[config.mk]
export PLATFORM = sky130hd
export DESIGN_NAME = sd_cmd_resp_rx
export DESIGN_NICKNAME = d
export VERILOG_FILES = /design/src/rtl/sd_cmd_resp_rx.sv
export SDC_FILE = /design/constraint.sdc
export NUM_CORES = 1
export LEC_CHECK = 0
export CAP_MARGIN = 25
export CORE_AREA = 2 2 154 156
export DETAILED_ROUTE_END_ITERATION = 6
export DIE_AREA = 0 0 156 158
export DONT_BUFFER_PORTS = 1
export PLACE_DENSITY_LB_ADDON = 0.3
export SLEW_MARGIN = 10
export SYNTH_ARGS = -nofsm -noshare
export SYNTH_HDL_FRONTEND = slang
export SYNTH_SLANG_ARGS = --single-unit
[constraint.sdc]
create_clock -name clk -period 6.4 [get_ports clk]
set_input_delay 1.28 -clock clk [delete_from_list [all_inputs] [get_ports clk]]
set_output_delay 1.28 -clock clk [all_outputs]
set_load 0.01 [all_outputs]
[src/rtl/sd_cmd_resp_rx.sv]
// sd_cmd_resp_rx: SD command-line response receiver (short 48-bit / long 136-bit).
// Waits a bounded number of SD clock strobes for the start bit after being armed.
// Then captures the frame MSB-first and reports index, payload, CRC7, framing and timeout status.
// Build option: define SD_RESP_CRC_EN to include the serial CRC7 checker. Without it,
// crc_err is tied low and crc_skip is ignored.
//
// state        | meaning
// -------------+------------------------------------------------------------
// S_IDLE       | not busy; results from the last receive are held
// S_WAIT_START | armed; counting idle strobes while waiting for the start bit
// S_RECV       | shifting frame bits; bit_cnt holds the frame position being received
// S_CHECK      | one-cycle done pulse after the end bit or timeout
module sd_cmd_resp_rx #(
    parameter int NCR_MAX    = 64,
    parameter int SHORT_BITS = 48,
    parameter int LONG_BITS  = 136
) (
    input  logic                 clk,
    input  logic                 reset,
    input  logic                 sample_en,
    input  logic                 cmd_in,
    input  logic                 arm,
    input  logic                 resp_long,
    input  logic                 crc_skip,
    output logic                 busy,
    output logic                 done,
    output logic [5:0]           resp_index,
    output logic [LONG_BITS-9:0] resp_payload,
    output logic                 crc_err,
    output logic                 frame_err,
    output logic                 timeout_err
);

    localparam int TW = $clog2(NCR_MAX + 1);
    localparam int BW = $clog2(LONG_BITS);
    localparam int PW = LONG_BITS - 8;

    typedef enum logic [1:0] {
        S_IDLE       = 2'd0,
        S_WAIT_START = 2'd1,
        S_RECV       = 2'd2,
        S_CHECK      = 2'd3
    } state_t;

    state_t                 state, state_nxt;
    logic                   mode_long;
    logic [TW-1:0]          to_cnt;
    logic [BW-1:0]          bit_cnt;
    logic [LONG_BITS-1:0]   shreg;
    logic [LONG_BITS-1:0]   frame_full;
    logic                   arm_ok, idle_strobe, to_hit, start_seen, recv_strobe, end_strobe;

    // The end-bit strobe sees the complete frame with cmd_in as bit 0. This lets the results
    // be registered on that edge so they are already valid during the done cycle.
    assign frame_full  = {shreg[LONG_BITS-2:0], cmd_in};

    // A new receive may be accepted whenever the block is not busy, including the done cycle.
    assign arm_ok      = arm && ((state == S_IDLE) || (state == S_CHECK));
    assign idle_strobe = (state == S_WAIT_START) && sample_en && cmd_in;
    assign to_hit      = idle_strobe && (to_cnt == TW'(NCR_MAX - 1));
    assign start_seen  = (state == S_WAIT_START) && sample_en && !cmd_in;
    assign recv_strobe = (state == S_RECV) && sample_en;
    assign end_strobe  = recv_strobe && (bit_cnt == '0);

    // State register
    always_ff @(posedge clk) begin
        if (reset) state <= S_IDLE;
        else       state <= state_nxt;
    end

    // Next-state decode
    always_comb begin
        state_nxt = state;
        case (state)
            S_IDLE:       if (arm_ok) state_nxt = S_WAIT_START;
            S_WAIT_START: begin
                if (start_seen)  state_nxt = S_RECV;
                else if (to_hit) state_nxt = S_CHECK;
            end
            S_RECV:       if (end_strobe) state_nxt = S_CHECK;
            S_CHECK:      state_nxt = arm_ok ? S_WAIT_START : S_IDLE;
            default:      state_nxt = S_IDLE;
        endcase
    end

    // Status outputs decoded from state
    always_comb begin
        busy = (state == S_WAIT_START) || (state == S_RECV);
        done = (state == S_CHECK);
    end

    // Mode latch, timeout counter, shift register and result registers
    always_ff @(posedge clk) begin
        if (reset) begin
            mode_long    <= 1'b0;
            to_cnt       <= '0;
            bit_cnt      <= '0;
            shreg        <= '0;
            resp_index   <= '0;
            resp_payload <= '0;
            frame_err    <= 1'b0;
            timeout_err  <= 1'b0;
        end else if (arm_ok) begin
            mode_long   <= resp_long;
            to_cnt      <= '0;
            bit_cnt     <= '0;
            shreg       <= '0;
            frame_err   <= 1'b0;
            timeout_err <= 1'b0;
        end else begin
            if (idle_strobe) begin
                to_cnt <= to_cnt + 1'b1;
                if (to_hit) timeout_err <= 1'b1;
            end
            if (start_seen) begin
                shreg   <= frame_full;
                bit_cnt <= mode_long ? BW'(LONG_BITS - 2) : BW'(SHORT_BITS - 2);
            end
            if (recv_strobe) begin
                shreg   <= frame_full;
                bit_cnt <= bit_cnt - 1'b1;
            end
            if (end_strobe) begin
                resp_index <= frame_full[SHORT_BITS-3 -: 6];
                if (mode_long) begin
                    resp_payload <= frame_full[PW-1:0];
                    frame_err    <= frame_full[LONG_BITS-2] || !frame_full[0];
                end else begin
                    resp_payload <= {{(PW-32){1'b0}}, frame_full[SHORT_BITS-9 -: 32]};
                    frame_err    <= frame_full[SHORT_BITS-2] || !frame_full[0];
                end
            end
        end
    end

`ifdef SD_RESP_CRC_EN
    logic [6:0]    crc;
    logic          mode_skip;
    logic [BW-1:0] cur_pos, crc_hi;
    logic          crc_take;

    function automatic logic [6:0] crc7_step(input logic [6:0] c, input logic b);
        logic fb;
        fb = b ^ c[6];
        return {c[5:0], 1'b0} ^ (fb ? 7'h09 : 7'h00);
    endfunction

    // Frame position of the bit on this strobe.
    // Long frames skip their first 8 bits, so only the CID/CSD body is covered.
    assign cur_pos  = (state == S_WAIT_START) ?
                      (mode_long ? BW'(LONG_BITS - 1) : BW'(SHORT_BITS - 1)) : bit_cnt;
    assign crc_hi   = mode_long ? BW'(LONG_BITS - 9) : BW'(SHORT_BITS - 1);
    assign crc_take = (start_seen || recv_strobe) && (cur_pos >= BW'(8)) && (cur_pos <= crc_hi);

    // Serial CRC7 accumulation and compare against received bits [7:1]
    always_ff @(posedge clk) begin
        if (reset) begin
            crc       <= '0;
            mode_skip <= 1'b0;
            crc_err   <= 1'b0;
        end else if (arm_ok) begin
            crc       <= '0;
            mode_skip <= crc_skip;
            crc_err   <= 1'b0;
        end else begin
            if (crc_take)   crc     <= crc7_step(crc, cmd_in);
            if (end_strobe) crc_err <= !mode_skip && (crc != frame_full[7:1]);
        end
    end

    logic unused_ok;
    assign unused_ok = shreg[LONG_BITS-1];
`else
    assign crc_err = 1'b0;

    logic unused_ok;
    assign unused_ok = &{1'b0, crc_skip, shreg[LONG_BITS-1]};
`endif

endmodule

==> impl_results.md <==
* Status: finished clean
* Grt total ovfl at 0
* Routed met2 length at 9.732 mm
* Syn nets at 1124
* CTS tree: built
* Pins Over Slew Limit at 0
* Max-cap viol count at 0
* Commonest non-fill, non-tap cell in the layout: nand2_1
* DRT antenna net count at 0
* DR pass1 iterations at 4
* Main synth FF type: dfxtp_1
* Ys Warns at 0
* Core footprint at 23050 um^2
* Post-DP HPWL at 12.50 mm
* H-tree depth at 1
* CP bufs+invs at 3
* Setup TNS at 0 ns
* Area after DPL at 10240 um^2
* Final hold violation count at 0
* CTS buffer count at 29
* Final Wtd Congestion at 0.7812
* PwrDens at 385.5 nW/um^2
* Nets at 1074
* Number of port buffers at 0
* Rel. slew slack at 34.41%
* WL met1 at 9.659 mm
* Via density at 5.382
* Top Metal Used: met4
* Synth Area per Inst at 9.195 um^2
* Vias at 7384
* Rows at 56
* Most frequent cells in the layout: nand2_1 (291), dfxtp_1 (287), a21oi_1 (153)
* Die H at 158 um
* Die extent in x at 156 um
* CP Cell Sequence: inv_1 > ha_1 > nor2b_1 > nor4_4 > buf_4 > nor2_4 > buf_4 > a22o_1
* Lkg Pwr at 3.743 nW
* VDD IR max at 0.1978 mV
* Number of diodes at 0
* Skew final at 0.008260 ns
* GRT Total Usage at 17.24%
* FFs w/ async S/R, synth at 0%
* Critical Path Sink Type: flop
* Initial Util at 44.24%
* Sequential cell area fraction in the yosys report at 56.54%
* CP Data Required Time at 6.88 ns
* Post-synth EDFFs at 0
* Vias in the first global route at 7008
* Seq cells post-synth at 288
* Hold Crit Class: flop to flop
* Clock root buffer: clkbuf_16
* Cell Area, Synth at 10200 um^2
* Routed length per instance at 15.75 um
* PostCTS Resize Cnt at 0
* I/O Pins at 146
* Clk_lat worst skew at 0.54 ns
* Antenna violations before repair at 0
* Clock sink count at 288
* Crit path top cell by count: buf_4
* Post-Synthesis Cells at 1109
* Cell variety after synth at 47
* Residual DRC at 0
* CP Launch Type: flop
* # setup viols final at 0
* Pin count of the biggest net entering global routing at 85
* Crit path kind: flop to flop
* Final instance area at 11350 um^2
* Hold path depth at 2
* Met3 wire length at 1.728 mm
* CP Max Fanout at 77
* Worst path slowest cell: buf_4
* Post-CTS Setup Bufs at 0
* Worst-case clock buffer depth at 3
* Reg2Reg Depth at 8
* Final worst path period need at 3.413 ns
* Crit. path cell count at 8
* Worst-Margin Slew at 0.9838 ns
* Unrepaired setup endpoints after global routing: false
* Share of post-route cells with drive strength above 1 at 6.562%
* Full die area at 24650 um^2
* CP delay by family, top: buffers and inverters
* Area delta synth->final at 11.31%
* Starting DRT DRC Count at 418
* Arrival @ worst endpoint at 3.89 ns
* WL final at 21.60 mm
* Crit share post-route at 53.32%
* Critical Path Max Stage Delay at 0.67 ns
* F_max at 293.0 MHz
* Hold Buf Count CTS at 0
* First-pass GRT wire length at 35.62 mm
* Worst-path clk slew at 0.06 ns
per-layer routing:
layer  GRT usage [%]  up-vias
met5               0        -
met4           4.937        0
met3           5.913       38
met2           28.40      162
met1           21.51     3472
li1                -     3712
sequential cells by signal (all words and copies together) (netlist names):
name,cells
frame_err,1
timeout_err,1
to_cnt,7
mode_long,1
state,2
resp_payload,128
resp_index,6
bit_cnt,8
shreg,134
Yosys cell counts (2+ instances only):
cell type  count  share of area, %
nand2_1      291                11
a211oi_1      34               2.5
a22o_1        90               7.7
mux2i_1       36               3.5
buf_1          8              0.29
inv_1          7              0.26
or4_1          3              0.22
buf_2          4              0.20
clkbuf_1      66               2.4
buf_6          9              0.99
or3_1          2              0.12
xnor2_1        2              0.17
nor4_1         2              0.12
ha_1           8              0.98
buf_4          2              0.15
o21a_1         3              0.22
nor3_1         4              0.20
xor2_1         3              0.26
and3_1         3              0.18
nor2b_1        2              0.12
dfxtp_1      288                57
nand2b_1       4              0.25
a21oi_1      153               7.5
nand3_1        6              0.29
nand4_1        5              0.31
o21ai_0        3              0.15
nor2_1        51               1.9
cells by family (layout without fill, tap and decap cells):
group,after synthesis,count (layout),share of synthesized area [%]
and+or+nand+nor,380,380,15.09
buffers and inverters,96,69,4.319
muxes,36,36,3.534
adders and majority gates,8,8,0.9816
DFF,288,288,56.54
other,1,1,0.03677
AOI/OAI and AO/OA,295,295,19.07
xor gates and xnor gates,5,5,0.4295
power by group:
group | total [mW] | internal [mW] | switching (mW)
sequential | 1.90 | 1.84 | 0.0582
clock | 1.90 | 1.20 | 0.701
combinational | 0.573 | 0.126 | 0.446
total | 4.38 | 3.17 | 1.21
through the flow:
step,instances,hold slack (ns),worst slack [ns],power (mW),util (%)
global route,1372,0.4732,2.698,4.573,49.24
CTS,1372,0.4578,2.968,4.427,49.24
detailed placement,1318,0.4484,2.580,2.517,44.44
finish,1372,0.4508,2.987,4.376,49.24
global placement,1318,0.4470,2.578,2.510,44.44
floorplan,1109,0.4321,3.661,2.387,-
worst min-delay path, cell delays in order (launching register included):
cell     delay [ns]
dfxtp_1        0.31
nand2_1        0.05
a21oi_1        0.05
final timing paths:
path	from	to	slack [ns]
setup / recovery	state[0]$_SDFFE_PP0P_	resp_payload[74]$_SDFFE_PP0P_	2.99
hold / removal	shreg[127]$_SDFFE_PP0P_	shreg[128]$_SDFFE_PP0P_	0.45
setup reg to reg	state[0]$_SDFFE_PP0P_	resp_payload[74]$_SDFFE_PP0P_	2.99
hold reg to reg	shreg[127]$_SDFFE_PP0P_	shreg[128]$_SDFFE_PP0P_	0.45
cell type report:
class / count / area (um^2)
Multi-Input combinational cell: 725 / 4029
Clock inverter: 17 / 270.3
Fill cell: 2117 / 11700
Inverter: 7 / 26.28
Timing Repair Buffer: 8 / 60.06
Tap cell: 290 / 362.8
Sequential cell: 288 / 5767
Clock buffer: 37 / 835.8
No activity file was read; power rests on OpenSTA's default activity.
